**src/rtl/ka_encode_dat_1_3.sv**
```systemverilog
// ka_encode_dat_1_3: transmit-side packer for the 196-bit KA data bus.
//
// It collects WORDS upstream words of WORD_W bits and packs them into one payload.
// Word k of a beat lands at payload[WORD_W*k +: WORD_W], so word 0 sits at the LSBs.
// The control nibble captured with word 0 is placed above the payload.
// The finished beat is presented on a registered valid/ready output.
//
// Ports:
//   clk       - sole clock, rising edge
//   reset_n   - asynchronous active-low reset
//   s_dat     - upstream payload word
//   s_ctrl    - control nibble, captured with word 0 and compared on later words
//   s_valid   - upstream word valid
//   s_last    - final word of a packet; closes the beat early
//   s_ready   - word accepted when s_valid & s_ready
//   t_ka_dat  - {ctrl, payload}
//   t_valid   - KA beat valid
//   t_ready   - downstream accept
//   ctrl_err  - sticky: s_ctrl disagreed with the captured nibble within a beat
module ka_encode_dat_1_3 #(
  parameter int unsigned WORD_W = 32,
  parameter int unsigned WORDS  = 6,
  parameter int unsigned CTRL_W = 4
) (
  input  logic                              clk,
  input  logic                              reset_n,
  input  logic [WORD_W-1:0]                 s_dat,
  input  logic [CTRL_W-1:0]                 s_ctrl,
  input  logic                              s_valid,
  input  logic                              s_last,
  output logic                              s_ready,
  output logic [CTRL_W+WORD_W*WORDS-1:0]    t_ka_dat,
  output logic                              t_valid,
  input  logic                              t_ready,
  output logic                              ctrl_err
);

  localparam int unsigned PayW = WORD_W * WORDS;
  localparam int unsigned CntW = 3;

  typedef enum logic [0:0] {StFill, StPend} state_e;

  state_e                   state_q, state_d;
  logic [CntW-1:0]          cnt_q, cnt_d;
  logic [PayW-1:0]          asm_q, asm_d;
  logic [CTRL_W-1:0]        asm_ctrl_q, asm_ctrl_d;
  logic [CTRL_W+PayW-1:0]   out_q, out_d;
  logic                     t_valid_q, t_valid_d;
  logic                     ctrl_err_q, ctrl_err_d;

  logic                     out_free;
  logic                     accept;
  logic                     beat_done;
  logic [PayW-1:0]          asm_with_word;
  logic [CTRL_W-1:0]        word_ctrl;

  assign out_free = !t_valid_q || t_ready;
  // Decoded from registered state only; no path from t_ready.
  assign s_ready  = (state_q == StFill);
  assign accept   = s_valid && s_ready;
  assign beat_done = accept && ((cnt_q == CntW'(WORDS - 1)) || s_last);

  // Word 0 starts from a cleared buffer so unwritten slots of a short beat read as zero.
  always_comb begin
    asm_with_word = (cnt_q == '0) ? '0 : asm_q;
    for (int k = 0; k < WORDS; k++) begin
      if (cnt_q == CntW'(k)) begin
        asm_with_word[WORD_W*k +: WORD_W] = s_dat;
      end
    end
    word_ctrl = (cnt_q == '0) ? s_ctrl : asm_ctrl_q;
  end

  always_comb begin
    state_d    = state_q;
    cnt_d      = cnt_q;
    asm_d      = asm_q;
    asm_ctrl_d = asm_ctrl_q;
    out_d      = out_q;
    t_valid_d  = t_valid_q;
    ctrl_err_d = ctrl_err_q;

    // Consumption without a replacing load empties the output register.
    if (t_valid_q && t_ready) begin
      t_valid_d = 1'b0;
    end

    unique case (state_q)
      StFill: begin
        if (accept) begin
          asm_d      = asm_with_word;
          asm_ctrl_d = word_ctrl;
          if ((cnt_q != '0) && (s_ctrl != asm_ctrl_q)) begin
            ctrl_err_d = 1'b1;
          end
          if (beat_done) begin
            if (out_free) begin
              out_d     = {word_ctrl, asm_with_word};
              t_valid_d = 1'b1;
              cnt_d     = '0;
            end else begin
              // Completed beat waits in asm until the output register frees up.
              state_d = StPend;
            end
          end else begin
            cnt_d = cnt_q + 1'b1;
          end
        end
      end
      StPend: begin
        if (out_free) begin
          out_d     = {asm_ctrl_q, asm_q};
          t_valid_d = 1'b1;
          cnt_d     = '0;
          state_d   = StFill;
        end
      end
      default: state_d = StFill;
    endcase
  end

  always_ff @(posedge clk or negedge reset_n) begin
    if (!reset_n) begin
      state_q    <= StFill;
      cnt_q      <= '0;
      asm_q      <= '0;
      asm_ctrl_q <= '0;
      out_q      <= '0;
      t_valid_q  <= 1'b0;
      ctrl_err_q <= 1'b0;
    end else begin
      state_q    <= state_d;
      cnt_q      <= cnt_d;
      asm_q      <= asm_d;
      asm_ctrl_q <= asm_ctrl_d;
      out_q      <= out_d;
      t_valid_q  <= t_valid_d;
      ctrl_err_q <= ctrl_err_d;
    end
  end

  assign t_ka_dat = out_q;
  assign t_valid  = t_valid_q;
  assign ctrl_err = ctrl_err_q;

endmodule

```
**config.mk**
```make
export PLATFORM = sky130hd
export DESIGN_NAME = ka_encode_dat_1_3
export DESIGN_NICKNAME = d
export VERILOG_FILES = /design/src/rtl/ka_encode_dat_1_3.sv
export SDC_FILE = /design/constraint.sdc
export NUM_CORES = 1
export LEC_CHECK = 0
export ABC_AREA = 1
export ABC_CLOCK_PERIOD_IN_PS = 3500
export BUFFER_PORTS_ARGS = -buffer_cell sky130_fd_sc_hd__buf_2
export CAP_MARGIN = 0
export CORE_MARGIN = 3
export CORE_UTILIZATION = 42
export CTS_BUF_LIST = sky130_fd_sc_hd__clkbuf_4 sky130_fd_sc_hd__clkbuf_8 sky130_fd_sc_hd__clkbuf_16
export DETAILED_ROUTE_END_ITERATION = 8
export GPL_ROUTABILITY_DRIVEN = 0
export GPL_TIMING_DRIVEN = 0
export SLEW_MARGIN = 15
export SYNTH_ARGS = -nofsm -noshare
export SYNTH_HDL_FRONTEND = slang
export SYNTH_SLANG_ARGS = --single-unit
```
**constraint.sdc**
```tcl
create_clock -name clk -period 3.5 [get_ports clk]
set_input_delay 0.7 -clock clk [delete_from_list [all_inputs] [get_ports clk]]
set_output_delay 0.7 -clock clk [all_outputs]
set_load 0.05 [all_outputs]
```
==> summary.md, run 1 <==
| Metric | Value |
|---|---|
| Status | `finished, final reports clean` |
| Die area | `49200 µm²` |
| DIE HEIGHT | `222 µm` |
| Power density over cell area | `794 nW/µm²` |
| Net count after synthesis | `2627` |
| Area of the core | `45700 µm²` |
| Drt first pass iters | `8` |
| Final WS setup | `0.479 ns` |
| Residual overflow from global routing | `0` |
| Tot Pwr | `18500 µW` |
| IR Drop Worst-Case VDD | `0.491 mV` |
| Worst Tran Pin Value | `0.656 ns` |
| YS warnings | `0` |
| Vias in the first global route | `18631` |
| Worst r2r src | `cnt_q[2]$_DFFE_PN0N_` |
| Final worst-path cycle share | `0.863` |
| Post-route minimum period | `3.02 ns` |
| Post CTS Setup Buffer Count | `0` |
| Clock insertion delay at the later pin of the skew report | `0.57 ns` |
| Area share of the largest cell type after synthesis | `0.509` |
| Initial antenna violation count | `2` |
| Std cell rows | `78` |
| Number of H-tree levels | `2` |
| Starting density of the core | `0.429` |
| Total via count after detailed routing | `19633` |
| Wirelength, routed | `72500 µm` |
| Share of final-layout standard cells stronger than drive strength 1 | `0.180` |
| Minimum setup slack after placement | `0.738 ns` |
| Arrival time reported for the critical path endpoint | `2.32 ns` |
| Total of max-cap violations | `0` |
| Flip-flop and latch count after synthesis | `398` |
| Hold-fix buffers, CTS | `0` |
| Violation count after the first detailed-route iteration | `2011` |
| Category of the critical setup timing path | `reg2out` |
| Port Buffer Count | `239` |
| Area grow syn2layout | `18.9%` |
| Number of vias per cell | `5.60` |
| Hold violation count in the final report | `0` |
| Mean routed wirelength per cell | `20.7 µm` |
| Most common cell after layout, fill and taps aside | `nand2_1` |
| Startpoint class of the critical path | `register` |
| Pin count of the biggest net entering global routing | `99` |
| Post-detailed-placement half-perimeter wirelength | `49300 µm` |
| Total clock buffers created by CTS | `45` |
| Most frequent cells in the layout | `784 x nand2_1, 505 x nor2_1, 434 x nand3_1` |
| Average size of a mapped cell | `7.59 µm²` |
| Kind of path behind the tightest hold check | `in2async` |
| Worst reg-to-reg path cell count | `12` |
| All-layer global routing usage | `0.289` |
| Setup violators final | `0` |
| Clock buffer depth | `3` |
| Largest clock skew in the final design | `0.0176 ns` |
| Total negative setup slack | `0 ns` |
| Highest Clock Rate | `0.331 GHz` |
| Fin Hold WS | `0.0642 ns` |
| Ranking of synthesized cells by area | `dfrtp_1 51%, nand2_1 15%, nand3_1 11%` |
| End of the worst register-to-register path | `t_ka_dat[114]$_DFFE_PN0P_` |
| Required time at the endpoint of the critical path | `2.80 ns` |
| Summed instance area of the synthesized netlist | `19600 µm²` |
| Antenna-violating nets left | `0` |
| Root buffer cell | `clkbuf_16` |
| NumNets Final | `2917` |
| Die span in x | `222 µm` |
| Filler-free cell count of the finished design | `3505` |
| CP endpoint kind | `output port` |
| Total I/O pin count | `240` |
| Post-route DRC violation count | `0` |
| Leakage dissipation | `0.0125 µW` |
| CP max FO | `10` |
| Sinks on the clock net | `398` |
| Post-synthesis cell type with the largest combined area | `dfrtp_1` |
| Quantity of gates resized following cts | `0` |
| Reg-to-reg slack, setup | `0.62 ns` |
| Gate Count Post-Synth | `2581` |
| Count of placed standard cells including taps | `3424` |
| Seq/Total Area, Yosys | `0.509` |
| First-pass GRT wire length | `111000 µm` |
| TritonCTS clock tree | `yes` |
| Worst slew margin relative to its limit | `0.563` |
| Final Max Tran Viols | `0` |
| Unrepaired setup endpoints after global routing | `false` |
| Clock edge transition at the registers on the reported setup and hold paths | `0.06 ns` |
| Cell variety after synth | `19` |
-- cell families after synthesis --
logic type	synth area share
AND/OR/NAND/NOR	0.372
flip-flops	0.509
buffers and inverters	0.0532
AO/OA/AOI/OAI	0.0628
adder cells (fa/ha/maj)	0.00320
-- flip-flops by register name, summed over array words and instances (netlist names) --
name,cells
asm_ctrl_q,4
asm_q,192
cnt_q,3
ctrl_err,1
state_q,1
t_ka_dat,196
t_valid,1
-- worst max-delay path: stages, from the launching register on --
cell,delay [ns]
dfrtp_1,0.36
clkbuf_2,0.18
inv_2,0.10
buf_4,0.17
buf_2,0.32
buf_2,0.30
buf_2,0.31
-- worst max path at each step --
stage,startpoint,end,slack [ns]
after floorplan,cnt_q[2]$_DFFE_PN0N_,t_ka_dat[100]$_DFFE_PN0P_,1.57
after global placement,reset_n,t_ka_dat[52]$_DFFE_PN0P_,-6.55
after detailed placement,cnt_q[2]$_DFFE_PN0N_,t_ka_dat[110]$_DFFE_PN0P_,0.74
after CTS,state_q$_DFF_PN0_,s_ready,0.47
after global routing,state_q$_DFF_PN0_,s_ready,0.40
final,state_q$_DFF_PN0_,s_ready,0.48
-- power breakdown --
| part | switching, µW | leakage, µW | internal (µW) |
|---|---|---|---|
| combinational | 5030 | 0.00675 | 1620 |
| clock | 2010 | 0.000794 | 3220 |
| sequential | 793 | 0.00493 | 5800 |
-- metrics by stage --
step | instance area [µm²] | util
after floorplan | 19600 | -
after detailed placement | 21600 | 0.474
after CTS | 23300 | 0.509
after global placement | 21500 | 0.471
final | 23300 | 0.509
after global routing | 23300 | 0.509
-- synthesized netlist by cell type (all sizes together) --
cell,count
nor2,506
dfrtp,398
nand3,435
inv,24
a31oi,195
nand2,787
or2,38
buf,156
a21oi,1
o21ai,1
ha,5
clkbuf,35
-- layer usage --
layer / global-route usage / vias to the layer above / part of all wire
li1: - / 9079 / -
met1: 0.407 / 9403 / 0.42
met2: 0.427 / 976 / 0.43
met3: 0.0632 / 173 / 0.10
met4: 0.133 / 2 / 0.050
met5: 0 / - / 0.00017
-- cell type report --
| class | instances | area [µm²] |
|---|---|---|
| Inverter | 24 | 90.1 |
| Clock buffer | 61 | 1320 |
| Multi-Input combinational cell | 1968 | 8580 |
| Antenna cell | 1 | 2.50 |
| Buffer | 191 | 952 |
| Tap cell | 600 | 751 |
| Sequential cell | 398 | 9960 |
| Fill cell | 4451 | 22400 |
| Timing Repair Buffer | 243 | 1320 |
| Clock inverter | 19 | 308 |
Note: power is estimated with default switching activity, not from simulation.
==> run 2: changes to the inputs <==
- GPL_TIMING_DRIVEN: 0 -> 1
==> run 2 against run 1 <==
  * Cell area fell by 2.9%
  * Sequential power up 0.9%
  * Sequential share of layout area is 1.3 points higher
  * First-iteration DRC count rose by 6.9%
  * Via count down 6.3%
  * Largest power group is now registers
  * Clock skew fell by 0.0041 ns
  * Critical path depth is 4 lower
  * Register-to-register slack better by 0.23 ns
  * Utilization shrank 1.5 points
  * Highest routed layer is now met4
  * Setup slack gained 0.36 ns
  * Critical path type unchanged
  * Count of clock-buffer cells in the layout is 3 higher
  * Non-clock buffer count down 160
==> summary.md, run 2 (synthesis results as in run 1) <==
| Metric | Value |
|---|---|
| Most frequent cells in the layout | `783 x nand2_1, 505 x nor2_1, 434 x nand3_1` |
| Portion of total power attributed to the clock network | `0.270 (-0.013)` |
| Clock buffer depth | `3 (unchanged)` |
| Violation count after the first detailed-route iteration | `2149 (+6.9%)` |
| Highest Clock Rate | `0.376 GHz (+14%)` |
| CP max FO | `105 (+95)` |
| DIE HEIGHT | `222 µm (unchanged)` |
| TritonCTS clock tree | `yes` |
| Hold-fix buffers, CTS | `0 (unchanged)` |
| Pin count of the biggest net entering global routing | `183 (+85%)` |
| Residual overflow from global routing | `0 (unchanged)` |
| Number of vias per cell | `5.51 (-1.7%)` |
| Minimum setup slack after placement | `0.867 ns (+0.128 ns)` |
| Total via count after detailed routing | `18398 (-6.3%)` |
| Vias in the first global route | `17147 (-8.0%)` |
| CP endpoint kind | `output port` |
| Total I/O pin count | `240 (unchanged)` |
| Clock edge transition at the registers on the reported setup and hold paths | `0.06 ns (about the same)` |
| Largest clock skew in the final design | `0.0135 ns (-0.00411 ns)` |
| Post-route DRC violation count | `0 (unchanged)` |
| Hold violation count in the final report | `0 (unchanged)` |
| Status | `finished, final reports clean` |
| Startpoint class of the critical path | `register` |
| Net switching share of the total power | `0.429 (+0.00460)` |
| Wirelength, routed | `63800 µm (-12%)` |
| Post CTS Setup Buffer Count | `0 (unchanged)` |
| Sinks on the clock net | `398 (unchanged)` |
| Quantity of gates resized following cts | `0 (unchanged)` |
| Root buffer cell | `clkbuf_16` |
| Port Buffer Count | `239 (unchanged)` |
| Antenna-violating nets left | `0 (unchanged)` |
| Starting density of the core | `0.429 (unchanged)` |
| Required time at the endpoint of the critical path | `2.80 ns (about the same)` |
| Total of max-cap violations | `0 (unchanged)` |
| Initial antenna violation count | `0 (-2)` |
| Drt first pass iters | `8 (unchanged)` |
| Flip-flop count of the largest register after layout | `196 (unchanged)` |
| First-pass GRT wire length | `99500 µm (-10%)` |
| Sequential cell fraction of total power | `0.371 (+0.014)` |
| Number of H-tree levels | `2 (unchanged)` |
| Clock insertion delay at the later pin of the skew report | `0.57 ns (about the same)` |
| Final Max Tran Viols | `0 (unchanged)` |
| Internal power component | `10200 µW (-3.8%)` |
| Kind of path behind the tightest hold check | `in2async` |
| Category of the critical setup timing path | `reg2out` |
| Share of final-layout standard cells stronger than drive strength 1 | `0.146 (-0.0339)` |
| Total clock buffers created by CTS | `43 (-4.4%)` |
| Total negative setup slack | `0 ns (unchanged)` |
| Std cell rows | `78 (unchanged)` |
| Mean routed wirelength per cell | `19.1 µm (-7.7%)` |
| IR Drop Worst-Case VDD | `0.483 mV (-1.7%)` |
| Antenna cells | `0 (-1)` |
| Setup violators final | `0 (unchanged)` |
| Area grow syn2layout | `15.4%` |
| Post-route minimum period | `2.66 ns (-0.363 ns)` |
| Die area | `49200 µm² (unchanged)` |
| Leakage dissipation | `0.0121 µW (-3.4%)` |
| Final worst-path cycle share | `0.760 (-0.104)` |
| Final WS setup | `0.841 ns (+0.363 ns)` |
| Area of the core | `45700 µm² (unchanged)` |
| All-layer global routing usage | `0.254 (-0.0346)` |
| Die span in x | `222 µm (unchanged)` |
| NetSw | `7680 µW (-1.9%)` |
| Unrepaired setup endpoints after global routing | `false` |
| NumNets Final | `2755 (-5.6%)` |
| Combinational power share | `0.359 (about the same)` |
| Post-detailed-placement half-perimeter wirelength | `39000 µm (-21%)` |
| Most common cell after layout, fill and taps aside | `nand2_1` |
| Arrival time reported for the critical path endpoint | `1.96 ns (-0.36 ns)` |
| Worst slew margin relative to its limit | `0.207 (-0.355)` |
| Power density over cell area | `793 nW/µm² (about the same)` |
| Worst Tran Pin Value | `1.19 ns (+0.532 ns)` |
-- run 2: cell types whose count changed in the layout (fill, tap and decap cells not counted), moves of 2 or more --
| cell | before | now |
|---|---|---|
| clkinv_2 | 6 | 11 |
| buf_16 | 4 | 0 |
| clkbuf_4 | 5 | 7 |
| bufinv_16 | 8 | 3 |
| inv_8 | 0 | 2 |
| clkbuf_1 | 34 | 0 |
| buf_12 | 0 | 17 |
| buf_2 | 374 | 238 |
| buf_1 | 3 | 0 |
| clkinvlp_4 | 5 | 0 |
-- run 2: layer usage --
| metal | wire length, µm | up-vias | track usage |
|---|---|---|---|
| met3 | 5190 | 92 | 0.0498 |
| met4 | 1870 | 0 | 0.0776 |
| met1 | 28600 | 8843 | 0.373 |
| met5 | 0 | - | 0 |
| li1 | - | 8739 | - |
| met2 | 28100 | 724 | 0.382 |
-- run 2: cell type report --
| class | count | area [µm²] |
|---|---|---|
| fill | 4440 | 23100 |
| sequential | 398 | 9960 |
| multi-input combinational | 1968 | 8610 |
| timing repair buffer | 274 | 1680 |
| clock buffer | 64 | 1340 |
| tap | 600 | 751 |
| clock inverter | 14 | 145 |
| inverter | 24 | 105 |
-- run 2: stage by stage --
stage | instance area (µm²) | hold slack, ns | utilization | std cells | power, µW
floorplan | 19600 | 0.404 | - | 2581 | 11300
global placement | 21100 | 0.454 | 0.462 | 3264 | 13000
detailed placement | 21100 | 0.449 | 0.462 | 3264 | 13200
CTS | 22600 | 0.0806 | 0.495 | 3342 | 18000
global route | 22600 | 0.113 | 0.495 | 3342 | 18900
finish | 22600 | 0.0870 | 0.495 | 3342 | 17900
-- run 2: worst max-delay path: stages, from the launching register on --
cell	delay [ns]
dfrtp_1	0.51
inv_8	0.49
buf_2	0.39
-- run 2: worst paths after layout --
| path | from | end | slack [ns] | depth (start not counted) |
|---|---|---|---|---|
| setup / recovery | state_q$_DFF_PN0_ | s_ready | 0.84 | 2 |
| hold / removal | reset_n | t_ka_dat[181]$_DFFE_PN0P_ | 0.09 | 1 |
| setup reg to reg | state_q$_DFF_PN0_ | asm_q[66]$_DFFE_PN0P_ | 0.85 | 6 |
| hold reg to reg | ctrl_err$_DFFE_PN0P_ | ctrl_err$_DFFE_PN0P_ | 0.46 | 2 |
| max in group asynchronous | reset_n | t_ka_dat[50]$_DFFE_PN0P_ | 2.55 | 2 |
| min in group clk | ctrl_err$_DFFE_PN0P_ | ctrl_err$_DFFE_PN0P_ | 0.46 | 2 |
-- run 2: power by group through the flow --
stage | clock, µW | combinational, µW | sequential (µW)
floorplan | 0 | 2400 | 8950
global placement | 0 | 6350 | 6670
detailed placement | 0 | 6450 | 6710
CTS | 4920 | 6460 | 6650
global route | 5100 | 6970 | 6810
finish | 4840 | 6430 | 6650
